### src/rtl/vjtag_trig_pkg.sv
// Shared op codes and mode encodings for the virtual-JTAG trigger bank.
package vjtag_trig_pkg;

  localparam logic [1:0] OP_BYPASS = 2'b00;
  localparam logic [1:0] OP_WRITE  = 2'b01;
  localparam logic [1:0] OP_STATUS = 2'b10;
  localparam logic [1:0] OP_MODE   = 2'b11;

  typedef enum logic {
    MODE_LEVEL = 1'b0,
    MODE_PULSE = 1'b1
  } trig_mode_e;

endpackage

### src/rtl/vjtag_trig_chan.sv
// One trigger channel: programmed value, level/pulse mode, pulse counter, commit strobe.
module vjtag_trig_chan
  import vjtag_trig_pkg::*;
#(
  parameter int TRIG_WIDTH = 32,
  parameter int PULSE_LEN  = 8
) (
  input  logic                  tck,
  input  logic                  rst_n,
  input  logic                  wr_en,
  input  logic                  mode_en,
  input  logic                  mode_bit,
  input  logic [TRIG_WIDTH-1:0] wr_data,
  output logic [TRIG_WIDTH-1:0] value,
  output logic                  mode,
  output logic [TRIG_WIDTH-1:0] trig_out,
  output logic                  trig_strobe
);

  localparam int CNT_W = $clog2(PULSE_LEN + 1);
  localparam logic [CNT_W-1:0] CNT_LOAD = CNT_W'(PULSE_LEN);
  localparam logic [CNT_W-1:0] CNT_ONE  = CNT_W'(1);

  logic [CNT_W-1:0] cnt;
  trig_mode_e       mode_q;

  always_ff @(posedge tck or negedge rst_n) begin
    if (!rst_n) begin
      value       <= '0;
      mode_q      <= MODE_LEVEL;
      cnt         <= '0;
      trig_strobe <= 1'b0;
    end else begin
      trig_strobe <= wr_en;
      if (wr_en) value <= wr_data;
      if (mode_en) mode_q <= trig_mode_e'(mode_bit);
      // A write reload beats expiry; entering pulse mode starts with the output quiet.
      if (wr_en && mode_q == MODE_PULSE) cnt <= CNT_LOAD;
      else if (mode_en && mode_q == MODE_LEVEL && mode_bit) cnt <= '0;
      else if (cnt != '0) cnt <= cnt - CNT_ONE;
    end
  end

  assign mode     = (mode_q == MODE_PULSE);
  assign trig_out = (mode_q == MODE_LEVEL || cnt != '0) ? value : '0;

endmodule

### src/rtl/vjtag_trig_bank.sv
// TCK-domain trigger register bank: op/channel decode, shared DR shift register, TDO mux.
module vjtag_trig_bank
  import vjtag_trig_pkg::*;
#(
  parameter int TRIG_WIDTH = 32,
  parameter int NUM_CH     = 4,
  parameter int CH_BITS    = 2,
  parameter int PULSE_LEN  = 8,
  parameter int IR_WIDTH   = CH_BITS + 2
) (
  input  logic                         tck,
  input  logic                         rst_n,
  input  logic [IR_WIDTH-1:0]          ir_in,
  input  logic                         tdi,
  output logic                         tdo,
  input  logic                         cdr,
  input  logic                         sdr,
  input  logic                         udr,
  input  logic [NUM_CH*TRIG_WIDTH-1:0] status_in,
  output logic [NUM_CH*TRIG_WIDTH-1:0] trig_out,
  output logic [NUM_CH-1:0]            trig_strobe
);

  localparam logic [CH_BITS:0] NUM_CH_L = (CH_BITS + 1)'(NUM_CH);

  logic [1:0]            op;
  logic [CH_BITS-1:0]    ch;
  logic                  ch_ok;
  logic [1:0]            eff_op;
  logic                  shift_en;
  logic                  udr_en;
  logic [TRIG_WIDTH-1:0] sr;
  logic                  bypass_reg;
  logic [TRIG_WIDTH-1:0] sel_value;
  logic [TRIG_WIDTH-1:0] sel_status;
  logic                  sel_mode;
  logic [TRIG_WIDTH-1:0] ch_value [NUM_CH];
  logic [NUM_CH-1:0]     ch_mode;
  logic [NUM_CH-1:0]     wr_en;
  logic [NUM_CH-1:0]     mode_en;

  assign op     = ir_in[IR_WIDTH-1 -: 2];
  assign ch     = ir_in[CH_BITS-1:0];
  assign ch_ok  = {1'b0, ch} < NUM_CH_L;
  assign eff_op = ch_ok ? op : OP_BYPASS;

  // Capture beats shift beats update when the strobes overlap.
  assign shift_en = sdr && !cdr;
  assign udr_en   = udr && !cdr && !sdr;

  always_comb begin
    sel_value  = '0;
    sel_status = '0;
    sel_mode   = 1'b0;
    for (int k = 0; k < NUM_CH; k++) begin
      if (ch == CH_BITS'(k)) begin
        sel_value  = ch_value[k];
        sel_status = status_in[k*TRIG_WIDTH +: TRIG_WIDTH];
        sel_mode   = ch_mode[k];
      end
    end
  end

  always_ff @(posedge tck or negedge rst_n) begin
    if (!rst_n) begin
      sr         <= '0;
      bypass_reg <= 1'b0;
    end else begin
      bypass_reg <= tdi;
      if (cdr) begin
        case (eff_op)
          OP_WRITE:  sr <= sel_value;
          OP_STATUS: sr <= sel_status;
          OP_MODE:   sr <= {{(TRIG_WIDTH-1){1'b0}}, sel_mode};
          default:   sr <= sr;
        endcase
      end else if (shift_en && eff_op != OP_BYPASS) begin
        sr <= {tdi, sr[TRIG_WIDTH-1:1]};
      end
    end
  end

  assign tdo = (eff_op != OP_BYPASS) ? sr[0] : bypass_reg;

  for (genvar g = 0; g < NUM_CH; g++) begin : g_chan
    assign wr_en[g]   = udr_en && eff_op == OP_WRITE && ch == CH_BITS'(g);
    assign mode_en[g] = udr_en && eff_op == OP_MODE  && ch == CH_BITS'(g);

    vjtag_trig_chan #(
      .TRIG_WIDTH (TRIG_WIDTH),
      .PULSE_LEN  (PULSE_LEN)
    ) u_chan (
      .tck         (tck),
      .rst_n       (rst_n),
      .wr_en       (wr_en[g]),
      .mode_en     (mode_en[g]),
      .mode_bit    (sr[0]),
      .wr_data     (sr),
      .value       (ch_value[g]),
      .mode        (ch_mode[g]),
      .trig_out    (trig_out[g*TRIG_WIDTH +: TRIG_WIDTH]),
      .trig_strobe (trig_strobe[g])
    );
  end

endmodule

### config.mk
export PLATFORM = sky130hd
export DESIGN_NAME = vjtag_trig_bank
export DESIGN_NICKNAME = d
export VERILOG_FILES = /design/src/rtl/vjtag_trig_pkg.sv /design/src/rtl/vjtag_trig_chan.sv /design/src/rtl/vjtag_trig_bank.sv
export SDC_FILE = /design/constraint.sdc
export NUM_CORES = 1
export LEC_CHECK = 0
export BUFFER_PORTS_ARGS = -buffer_cell sky130_fd_sc_hd__clkbuf_2
export CAP_MARGIN = 20
export CORE_ASPECT_RATIO = 1.25
export CORE_MARGIN = 10
export CORE_UTILIZATION = 35
export DETAILED_ROUTE_END_ITERATION = 8
export GPL_TIMING_DRIVEN = 1
export SYNTH_ARGS = -nofsm -noshare
export SYNTH_HDL_FRONTEND = slang
export SYNTH_SLANG_ARGS = --single-unit
### constraint.sdc
create_clock -name tck -period 2.8 [get_ports tck]
set_input_delay 0.28 -clock tck [delete_from_list [all_inputs] [get_ports tck]]
set_output_delay 0.28 -clock tck [all_outputs]
set_load 0.02 [all_outputs]
==> results of run 1 <==
## worst min-delay path, stage by stage
cell	delay [ns]
clkbuf_2	0.07
mux2i_1	0.05
o22ai_1	0.12
nor3_1	0.07
o21ai_0	0.14
## how the worst min path moves through the flow
| stage | start | slack [ns] | to | cells after the start |
|---|---|---|---|---|
| detailed placement | rst_n | 0.31 | g_chan[0].u_chan.value[5] | 1 |
| global placement | rst_n | 0.31 | g_chan[1].u_chan.value[5] | 1 |
| floorplan | rst_n | -0.02 | bypass_reg | 0 |
| finish | status_in[13] | 0.34 | sr[13] | 5 |
| global route | status_in[18] | 0.37 | sr[18] | 5 |
| CTS | status_in[12] | 0.33 | sr[12] | 5 |
## metrics by stage
step / utilization, % / total power, mW / setup WS, ns / area, µm²
floorplan: - / 4.98 / 0.843 / 10600
global placement: 41.4 / 5.78 / 0.338 / 12400
detailed placement: 41.4 / 5.85 / 0.295 / 12400
CTS: 43.4 / 8.29 / 0.123 / 13000
global route: 43.4 / 8.67 / 0.0599 / 13000
finish: 43.4 / 8.20 / 0.166 / 13000
## cell type report
cell class / instances / area (µm²) / area share (%)
clock buffers: 18 / 429 / 3.29
clock inverters: 14 / 159 / 1.22
inverters: 18 / 67.6 / 0.518
multi-input cells: 695 / 5550 / 42.6
flip-flops and latches: 185 / 4630 / 35.5
well taps: 401 / 502 / 3.85
repair buffers: 301 / 1690 / 13.0
## layout by cell type, fill, tap and decap left out, types with 2 or more instances in the layout
| cell | synthesis | final |
|---|---|---|
| a211oi_1 | 7 | 7 |
| a21oi_1 | 5 | 5 |
| and3_1 | 2 | 2 |
| buf_12 | 4 | 7 |
| buf_4 | 9 | 22 |
| clkbuf_16 | 0 | 17 |
| clkbuf_2 | 0 | 268 |
| clkinv_4 | 0 | 5 |
| clkinvlp_4 | 0 | 2 |
| dfrtp_1 | 185 | 185 |
| dlygate4sd3_1 | 0 | 2 |
| ha_1 | 8 | 8 |
| inv_1 | 18 | 17 |
| inv_8 | 0 | 4 |
| mux2_2 | 74 | 74 |
| mux2_4 | 52 | 52 |
| mux2i_1 | 135 | 135 |
| nand2_1 | 46 | 46 |
| nand2b_1 | 10 | 9 |
| nand3_1 | 4 | 4 |
| nand3b_1 | 4 | 4 |
| nor2_1 | 21 | 18 |
| nor2_4 | 0 | 3 |
| nor2b_1 | 129 | 129 |
| nor3_1 | 39 | 39 |
| o21ai_0 | 67 | 67 |
| o22ai_1 | 66 | 65 |
| o2bb2ai_1 | 2 | 2 |
| or2_2 | 5 | 5 |
| or3_2 | 0 | 2 |
| xnor2_1 | 4 | 4 |
## cells by family after synthesis
group	after synthesis	share of synthesized area, %
mux	262	28.1
buf+inv	95	4.86
flops	185	43.5
xor+xnor	4	0.329
fa+ha+maj	8	0.941
simple gates	270	14.0
compound gates	151	8.22
## report_power, final
part / switching [mW] / internal (mW)
Clock: 1.15 / 1.27
Sequential: 0.401 / 3.09
Combinational: 1.26 / 1.03
## repair_timing
action                     in CTS  in global routing
hold buffers                    2                  0
resized for setup               1                  0
hold endpoints to repair       63                  0
setup endpoints to repair       9                  0
buffers inserted                0                  0
## routing by layer
layer | part of all wire, % | vias up | track usage, %
li1 | - | 3930 | -
met1 | 42 | 4166 | 21.2
met2 | 52 | 224 | 31.0
met5 | 0 | - | 0
met3 | 4.3 | 29 | 2.86
met4 | 1.6 | 0 | 5.09
==> impl_metrics.csv, run 1 <==
group,metric,value,unit
run_status,outcome,"finished clean",
floorplanning,fp.dieW,176,µm
clock_tree,cts_tree,"yes",
route,detail_route.first_pass.iterations,4,
synth,postSynth.asyncResetShare,100,%
clock_tree,numCtsBuffers,17,
floorplanning,io-pin-count,271,
power_and_ir_drop,p_per_area,630,nW/µm²
finish,registers.top_by_ff_count,"g_chan.u_chan.value",
global_route,grt_first_pass_wirelength,52.1,mm
worst_setup_path,regToRegStartpoint,"g_chan[0].u_chan.mode",
global_route,overflow,0,
placed_design,place.port_buffers,270,
sta,maxSlewViolCount,0,
finish,area.growth.synth_to_final,22.5,%
synth,synthesized_area,10600,µm²
sta,finalSetupViolations,0,
synth,synth_commonest_cells,"dfrtp_1 (185), mux2i_1 (135), nor2b_1 (129)",
global_route,antenna_found_initial,0,
sta,rsz_0062_raised_after_global_routing,"false",
worst_setup_path,reg2reg_to,"g_chan[0].u_chan.cnt[1]",
floorplanning,chipHeight,215,µm
worst_setup_path,top_delay_family_on_crit_path,"simple AND/OR/NAND/NOR gates",
sta,max_freq,380,MHz
synth,cell_count_after_synthesis,975,
sta,fin_skew,0.00684,ns
synth,synth.avg_cell_area,10.9,µm²
synth,synth_most_common_cell,"dfrtp_1",
finish,registers_with_the_most_flip_flops,"g_chan.u_chan.value: 128 flops, sr: 32 flops, g_chan.u_chan.cnt: 16 flops",
global_route,all_layer_global_routing_usage,17.5,%
flow_run,maxCapViolations,0,
worst_setup_path,path_buf_inv,3,
finish,stdcell_count,1632,
synth,synth_ff_type,"dfrtp_1",
synth,netlist.top_cell.by_area,"dfrtp_1",
finish,share_of_layout_cells_above_drive_strength_1,38.5,%
global_route,maximum_number_of_pins_on_one_net_before_global_route_repair,79,
floorplanning,start_util,35.4,%
worst_setup_path,critPathLaunch,"g_chan[2].u_chan.cnt[0]",
sta,final.hold.worst_slack,0.338,ns
synth,synthDominantCellAreaShare,43.5,%
synth,synthesized_nets,1121,
sta,fin_crit,2.63,ns
floorplanning,die_area,37800,µm²
placed_design,post-dp-hpwl,23.9,mm
route,dr.first_iter.drc_count,512,
synth,ys.warnings.count,0,
sta,fin_crit_sh,94.1,%
synth,synth.yosys.seq_area_share,43.5,%
worst_setup_path,worstSetupEndpoint,"trig_out[78]",
sta,final_hold_viol_count,0,
route,ant_nets,0,
min_path,hold_path.class,"in2reg",
sta,worst-slew-pin-transition,0.884,ns
power_and_ir_drop,power.static_leakage,6.80,nW
clock_tree,cts_max_path_buffers,2,
synth,yosys-top-cells-area,"dfrtp_1 (44%), mux2i_1 (13%), mux2_2 (7.8%)",
worst_setup_path,reg2reg_slack,1.08,ns
placed_design,placer_congestion,0.809,
floorplanning,rows,71,
sta,timing.setup.tns,0,ns
power_and_ir_drop,peak_supply_drop,315,µV
worst_setup_path,timing.critical_path.depth,8,
clock_tree,cts.htree.levels,4,
sta,max-slew-margin-rel,39.5,%
worst_setup_path,cp_slowest_cell,"dfrtp_1",
worst_setup_path,cp_data_arrival_time,2.35,ns
synth,ys_types,39,
worst_setup_path,cell_chain_critical_path,"inv_1 -> ha_1 -> nand2b_1 -> or2_2 -> nor2_4 -> buf_4 -> nor2b_1 -> clkbuf_2",
worst_setup_path,critical_path.startpoint_type,"flip-flop",
worst_setup_path,worst_setup_path_end_kind,"output pin",
clock_tree,cts-root-buf,"clkbuf_16",
finish,fillCellCount,2955,
finish,largest_register_ff_count,128,
route,post_drt_via_cell_ratio,5.12,
clock_tree,clock_insertion_delay_worst_skew,0.43,ns
worst_setup_path,crit_required,2.52,ns
worst_setup_path,timing.setup.critical_path_class,"reg2out",
finish,final_nets,1364,
worst_setup_path,reg2regPathDepth,4,
synth,synth_seq_cells,185,
synth,synth-edff-count,0,
floorplanning,placeableCoreArea,30000,µm²
global_route,first_global_vias,8995,
worst_setup_path,cp_max_fo,10,
placed_design,placed_cells,1598,
clock_tree,clock-sinks,185,
route,postRouteWirelength,33.6,mm
finish,antenna_cells,0,
route,drt-wirelength-per-cell,20.6,µm
clock_tree,clkSlewWorstSetupHoldPaths,0.07,ns
worst_setup_path,critical-path-max-stage-delay,0.41,ns
route,post-route-drc-count,0,
route,via_count,8349,
No activity file was read; power rests on OpenSTA's default activity.
==> run 2: changes to the inputs <==
Settings changed: SYNTH_HIERARCHICAL set to 1.
==> impl_metrics.csv, run 2 <==
group,metric,value,unit
worst_setup_path,worst_setup_path_end_kind,"output pin",
global_route,antenna_found_initial,0,
route,post-route-drc-count,0,
clock_tree,numCtsBuffers,17,
clock_tree,post_cts_repair_timing_setup_buffer_count,0,
synth,cell_count_after_synthesis,955,
sta,fin_crit,2.59,ns
sta,max_freq,386,MHz
finish,registers.top_by_ff_count,"g_chan.u_chan/value",
placed_design,place.port_buffers,270,
worst_setup_path,top_delay_family_on_crit_path,"buffers and inverters",
worst_setup_path,cp_max_fo,14,
worst_setup_path,timing.setup.critical_path_class,"reg2out",
finish,final_nets,1349,
clock_tree,clock_insertion_delay_worst_skew,0.43,ns
clock_tree,cts_max_path_buffers,2,
sta,final_hold_viol_count,0,
synth,synthesized_area,10500,µm²
floorplanning,placeableCoreArea,29400,µm²
sta,final.setup.worst_slack,0.206,ns
global_route,first_global_vias,8943,
power_and_ir_drop,power.static_leakage,6.51,nW
finish,post-route-util,44.0,%
worst_setup_path,critical-path-max-stage-delay,0.44,ns
finish,registers_with_the_most_flip_flops,"g_chan.u_chan/value: 128 flops, sr: 32 flops, g_chan.u_chan/cnt: 16 flops",
worst_setup_path,cp_slowest_cell,"nor3_4",
clock_tree,cts-root-buf,"clkbuf_16",
sta,timing.setup.tns,0,ns
synth,synth_commonest_cells,"dfrtp_1 (185), mux2i_1 (132), nor2b_1 (132)",
route,met3_layer_wire_length_in_the_routed_design,1.61,mm
placed_design,post-dp-hpwl,24.6,mm
worst_setup_path,cp_data_arrival_time,2.31,ns
floorplanning,io-pin-count,271,
clock_tree,clkSlewWorstSetupHoldPaths,0.07,ns
route,detail_route.first_pass.iterations,6,
finish,area.growth.synth_to_final,23.2,%
clock_tree,cts_tree,"yes",
flow_run,maxCapViolations,0,
sta,fin_crit_sh,92.6,%
synth,synthDominantCellAreaShare,44.1,%
synth,synth.yosys.seq_area_share,44.1,%
sta,final.hold.worst_slack,0.0344,ns
global_route,overflow,0,
finish,largest_register_ff_count,128,
route,ant_nets,0,
synth,postSynth.asyncResetShare,100,%
clock_tree,cts.htree.levels,4,
synth,synth_seq_cells,185,
global_route,maximum_number_of_pins_on_one_net_before_global_route_repair,90,
synth,synth_xor_area_share,0.333,%
sta,maxSlewViolCount,0,
finish,layout_commonest_cell,"clkbuf_2",
synth,synth_top_family_by_area,"multiplexers",
finish,share_of_layout_cells_above_drive_strength_1,41.1,%
synth,synth_compound_gate_area_share,9.26,%
global_route,grt_first_pass_wirelength,52.9,mm
worst_setup_path,cell_chain_critical_path,"inv_1 -> ha_1 -> nand2b_1 -> nor3_4 -> buf_4 -> nor2b_1 -> clkbuf_2",
synth,synth-edff-count,0,
sta,fin_skew,0.00780,ns
synth,ys.warnings.count,6,
floorplanning,die_area,37400,µm²
route,post_drt_via_cell_ratio,5.11,
synth,synth-adder-area-share,0.953,%
synth,synth.avg_cell_area,11.0,µm²
placed_design,place_ws,0.590,ns
route,via_count,8244,
floorplanning,chipHeight,214,µm
route,postRouteWirelength,34.1,mm
route,routed.top_layer,"met4",
finish,commonest_cells_after_routing_fill_and_taps_aside,"clkbuf_2 (268), dfrtp_1 (185), mux2i_1 (132), nor2b_1 (132), mux2_2 (128)",
synth,synthesized_nets,1101,
route,met2_length,17.5,mm
sta,worst-slew-pin-transition,0.751,ns
synth,synth_most_common_cell,"dfrtp_1",
power_and_ir_drop,p_per_area,672,nW/µm²
min_path,hold_path.class,"in2reg",
route,post_route_m1_wl,14.4,mm
worst_setup_path,path_buf_inv,3,
placed_design,placer_congestion,0.805,
synth,synthMuxAreaShare,26.6,%
route,drt-wirelength-per-cell,21.1,µm
floorplanning,rows,70,
global_route,all_layer_global_routing_usage,17.9,%
clock_tree,clock-sinks,185,
finish,antenna_cells,0,
sta,finalSetupViolations,0,
synth,yosys-top-cells-area,"dfrtp_1 (44%), mux2_2 (14%), mux2i_1 (13%)",
synth,synth_ff_type,"dfrtp_1",
floorplanning,start_util,35.7,%
synth,netlist.top_cell.by_area,"dfrtp_1",
synth,ys_types,34,
worst_setup_path,crit_required,2.52,ns
synth,yosys.area_share.simple,14.4,%
route,dr.first_iter.drc_count,575,
sta,max-slew-margin-rel,49.9,%
run_status,outcome,"finished clean",
floorplanning,fp.dieW,175,µm
power_and_ir_drop,peak_supply_drop,375,µV
sta,rsz_0062_raised_after_global_routing,"false",
worst_setup_path,critical_path.startpoint_type,"flip-flop",
-- run 2: layout make-up --
type	instances	area, µm²
fillers	2907	16500
repair buffers	301	1680
well taps	396	495
flip-flops and latches	185	4630
inverters	13	48.8
multi-input cells	685	5470
clock inverters	14	188
clock buffers	18	439
-- run 2: metal layers --
metal	vias up	GRT usage, %
met2	218	31.7
met4	0	4.65
met1	4110	21.8
met3	32	3.64
met5	-	0
li1	3884	-
-- run 2: metrics by stage --
step,total power [mW],cell area [µm²],instances
floorplan,5.18,10500,955
global placement,6.13,12300,1579
detailed placement,6.19,12300,1579
CTS,8.77,12900,1612
global route,9.18,12900,1612
finish,8.70,12900,1612
-- run 2: logic make-up after synthesis --
family	Yosys count
DFF	185
AOI/OAI and AO/OA	148
and+or+nand+nor	263
buffers and inverters	85
adders and majority gates	8
xor gates and xnor gates	4
muxes	262
-- run 2: worst paths after layout --
check,start,endpoint,slack [ns],cells past startpoint
hold reg to reg,g_chan[0].u_chan/value[25],g_chan[0].u_chan/value[25],0.53,1
setup reg to reg,g_chan[0].u_chan/mode,sr[0],1.12,4
min in group asynchronous,rst_n,g_chan[1].u_chan/value[8],0.49,2
max in group asynchronous,rst_n,g_chan[2].u_chan/value[15],1.54,3
hold / removal,tdi,bypass_reg,0.03,1
setup / recovery,g_chan[2].u_chan/cnt[0],trig_out[79],0.21,7
-- run 2: power by group --
part           switching [mW]  internal, mW
sequential              0.429          3.10
clock                    1.12          1.46
combinational            1.51          1.08
total                    3.06          5.63
-- run 2: repair_timing --
action,in CTS,in global routing
resized for setup,0,0
hold buffers,1,0
endpoints found under the hold margin,87,0
==> run 3: changes to the inputs <==
Settings changed: SETUP_SLACK_MARGIN set to 0.5.
==> impl_metrics.csv, run 3 (synthesized netlist as in run 2, its figures left out) <==
group,metric,value,unit
finish,stdcell_count,1628,
finish,post-route-util,45.2,%
power_and_ir_drop,peak_supply_drop,388,µV
global_route,groute.layer.met1.usage,22.3,%
worst_setup_path,cp_max_fo,17,
worst_setup_path,cp_data_arrival_time,1.94,ns
min_path,hold_path.class,"in2reg",
floorplanning,chipHeight,214,µm
worst_setup_path,timing.setup.critical_path_class,"reg2out",
route,detail_route.first_pass.iterations,5,
sta,maxSlewViolCount,0,
global_route,busiest_layer,"met2",
finish,share_of_layout_cells_above_drive_strength_1,43.0,%
min_path,min_to,"bypass_reg",
finish,final_nets,1365,
power_and_ir_drop,p_switching,3.18,mW
sta,fin_crit,2.22,ns
min_path,timing.hold.worst.start,"tdi",
route,post_drt_via_cell_ratio,5.14,
global_route,first_global_vias,9022,
global_route,antenna_found_initial,1,
sta,final.setup.worst_slack,0.575,ns
power_and_ir_drop,power.share.switching,34.9,%
finish,fin_area,13300,µm²
placed_design,post-dp-hpwl,24.6,mm
sta,rsz_0062_raised_after_global_routing,"true",
min_path,worstHoldPathCells,1,
clock_tree,clkSlewWorstSetupHoldPaths,0.07,ns
floorplanning,die_area,37400,µm²
clock_tree,cts.htree.levels,4,
global_route,grt_first_pass_wirelength,53.6,mm
global_route,maximum_number_of_pins_on_one_net_before_global_route_repair,90,
route,via_count,8374,
worst_setup_path,reg2reg_slack,1.11,ns
placed_design,placed_cells,1579,
power_and_ir_drop,power.combinational.fraction,32.8,%
placed_design,place_ws,0.590,ns
clock_tree,cts-root-buf,"clkbuf_16",
sta,max_freq,449,MHz
worst_setup_path,worst_setup_path_end_kind,"output pin",
floorplanning,rows,70,
floorplanning,io-pin-count,271,
finish,registers_with_the_most_flip_flops,"g_chan.u_chan/value: 128 flops, sr: 32 flops, g_chan.u_chan/cnt: 16 flops",
finish,area.growth.synth_to_final,26.5,%
finish,registers.top_by_ff_count,"g_chan.u_chan/value",
placed_design,dpl-instance-area,12300,µm²
route,postRouteWirelength,34.8,mm
worst_setup_path,critical-path-max-stage-delay,0.38,ns
floorplanning,fp.dieW,175,µm
worst_setup_path,critical_path.startpoint_type,"flip-flop",
global_route,globalRouteMet2Util,32.3,%
route,drt-wirelength-per-cell,21.4,µm
finish,commonest_cells_after_routing_fill_and_taps_aside,"clkbuf_2 (264), dfrtp_1 (185), mux2i_1 (132), nor2b_1 (132), mux2_2 (128)",
power_and_ir_drop,p_int,5.92,mW
placed_design,placer_congestion,0.805,
finish,antenna_cells,0,
sta,worst-slew-pin-transition,0.754,ns
route,ant_nets,0,
run_status,outcome,"finished clean",
clock_tree,cts_max_path_buffers,2,
flow_run,maxCapViolations,0,
power_and_ir_drop,clkPwrFrac,28.3,%
power_and_ir_drop,p_per_area,685,nW/µm²
worst_setup_path,cp_slowest_cell,"dfrtp_1",
sta,finalSetupViolations,0,
clock_tree,numCtsBuffers,17,
clock_tree,clock-sinks,185,
route,dr.first_iter.drc_count,580,
global_route,all_layer_global_routing_usage,18.2,%
worst_setup_path,reg2reg_to,"sr[0]",
finish,layout_commonest_cell,"clkbuf_2",
power_and_ir_drop,seqPwrFrac,38.9,%
global_route,overflow,0,
worst_setup_path,regToRegStartpoint,"g_chan[0].u_chan/mode",
sta,timing.setup.tns,0,ns
global_route,grtUsageMet3,3.43,%
sta,fin_crit_sh,79.5,%
floorplanning,placeableCoreArea,29400,µm²
worst_setup_path,crit_required,2.52,ns
clock_tree,cts_tree,"yes",
worst_setup_path,reg2regPathDepth,4,
sta,final_hold_viol_count,0,
worst_setup_path,cell_chain_critical_path,"inv_1 -> ha_4 -> nand2b_4 -> nor3_4 -> buf_4 -> buf_12 -> nor2b_1 -> clkbuf_2",
clock_tree,clock_insertion_delay_worst_skew,0.43,ns
sta,fin_skew,0.00754,ns
power_and_ir_drop,power.static_leakage,6.65,nW
finish,largest_register_ff_count,128,
floorplanning,start_util,35.7,%
sta,max-slew-margin-rel,49.7,%
placed_design,place.port_buffers,270,
route,post-route-drc-count,0,
run 3: changes by cell type in the layout (fill, tap and decap cells not counted), sizes merged:
cell and delta:
buf +14, bufbuf +2
run 3: final cells by class:
cell class	count	area, µm²
fillers	2875	16100
repair buffers	317	1950
multi-input cells	685	5540
flip-flops and latches	185	4630
inverters	13	48.8
clock inverters	14	188
clock buffers	18	439
well taps	396	495
run 3: worst max-delay path, delay by kind of cell (launching register included):
kind / cells / cell delay (ns)
adders and majority gates: 1 / 0.17
and+or+nand+nor: 3 / 0.36
buffers and inverters: 4 / 0.58
DFF: 1 / 0.38
run 3: worst max-delay path by stage:
stage                            startpoint                    endpoint  slack (ns)  cells after the start
global placement                        sdr  g_chan[0].u_chan/value[27]        0.61                      6
CTS                 g_chan[0].u_chan/cnt[1]                 trig_out[0]        0.48                      8
global route        g_chan[1].u_chan/cnt[1]                trig_out[36]        0.48                      8
detailed placement                      sdr  g_chan[0].u_chan/value[28]        0.59                      6
finish              g_chan[1].u_chan/cnt[1]                trig_out[60]        0.58                      8
floorplan                          ir_in[0]   g_chan[2].u_chan/value[0]        1.03                      8
run 3: timing repair:
action / CTS / global route
cloned: 2 / 1
hold buffers: 1 / 0
setup buffers: 11 / 2
setup endpoints to repair: 84 / 101
resized for setup: 23 / 13
pin swaps: 3 / 4
hold endpoints to repair: 87 / 0
run 3: per-layer routing:
layer / up-vias / share of wire (%)
met5: - / 0
met4: 0 / 1.6
li1: 3919 / -
met2: 244 / 52
met1: 4179 / 42
met3: 32 / 4.6
run 3: power by group through the flow:
| stage | Combinational (mW) | Sequential [mW] | Clock, mW |
|---|---|---|---|
| 6_report | 2.98 | 3.54 | 2.58 |
| 3_5_place_dp | 2.62 | 3.57 | 0 |
| 4_1_cts | 2.91 | 3.53 | 2.62 |
| 2_1_floorplan | 1.76 | 3.42 | 0 |
| 5_1_grt | 3.25 | 3.61 | 2.74 |
| 3_3_place_gp | 2.57 | 3.56 | 0 |
run 3: per-stage QoR:
stage | hold slack, ns | power, mW
final | 0.0351 | 9.10
after floorplan | -0.0156 | 5.18
after detailed placement | 0.410 | 6.19
after global placement | 0.414 | 6.13
after global routing | 0.0202 | 9.60
after CTS | 0.0158 | 9.07
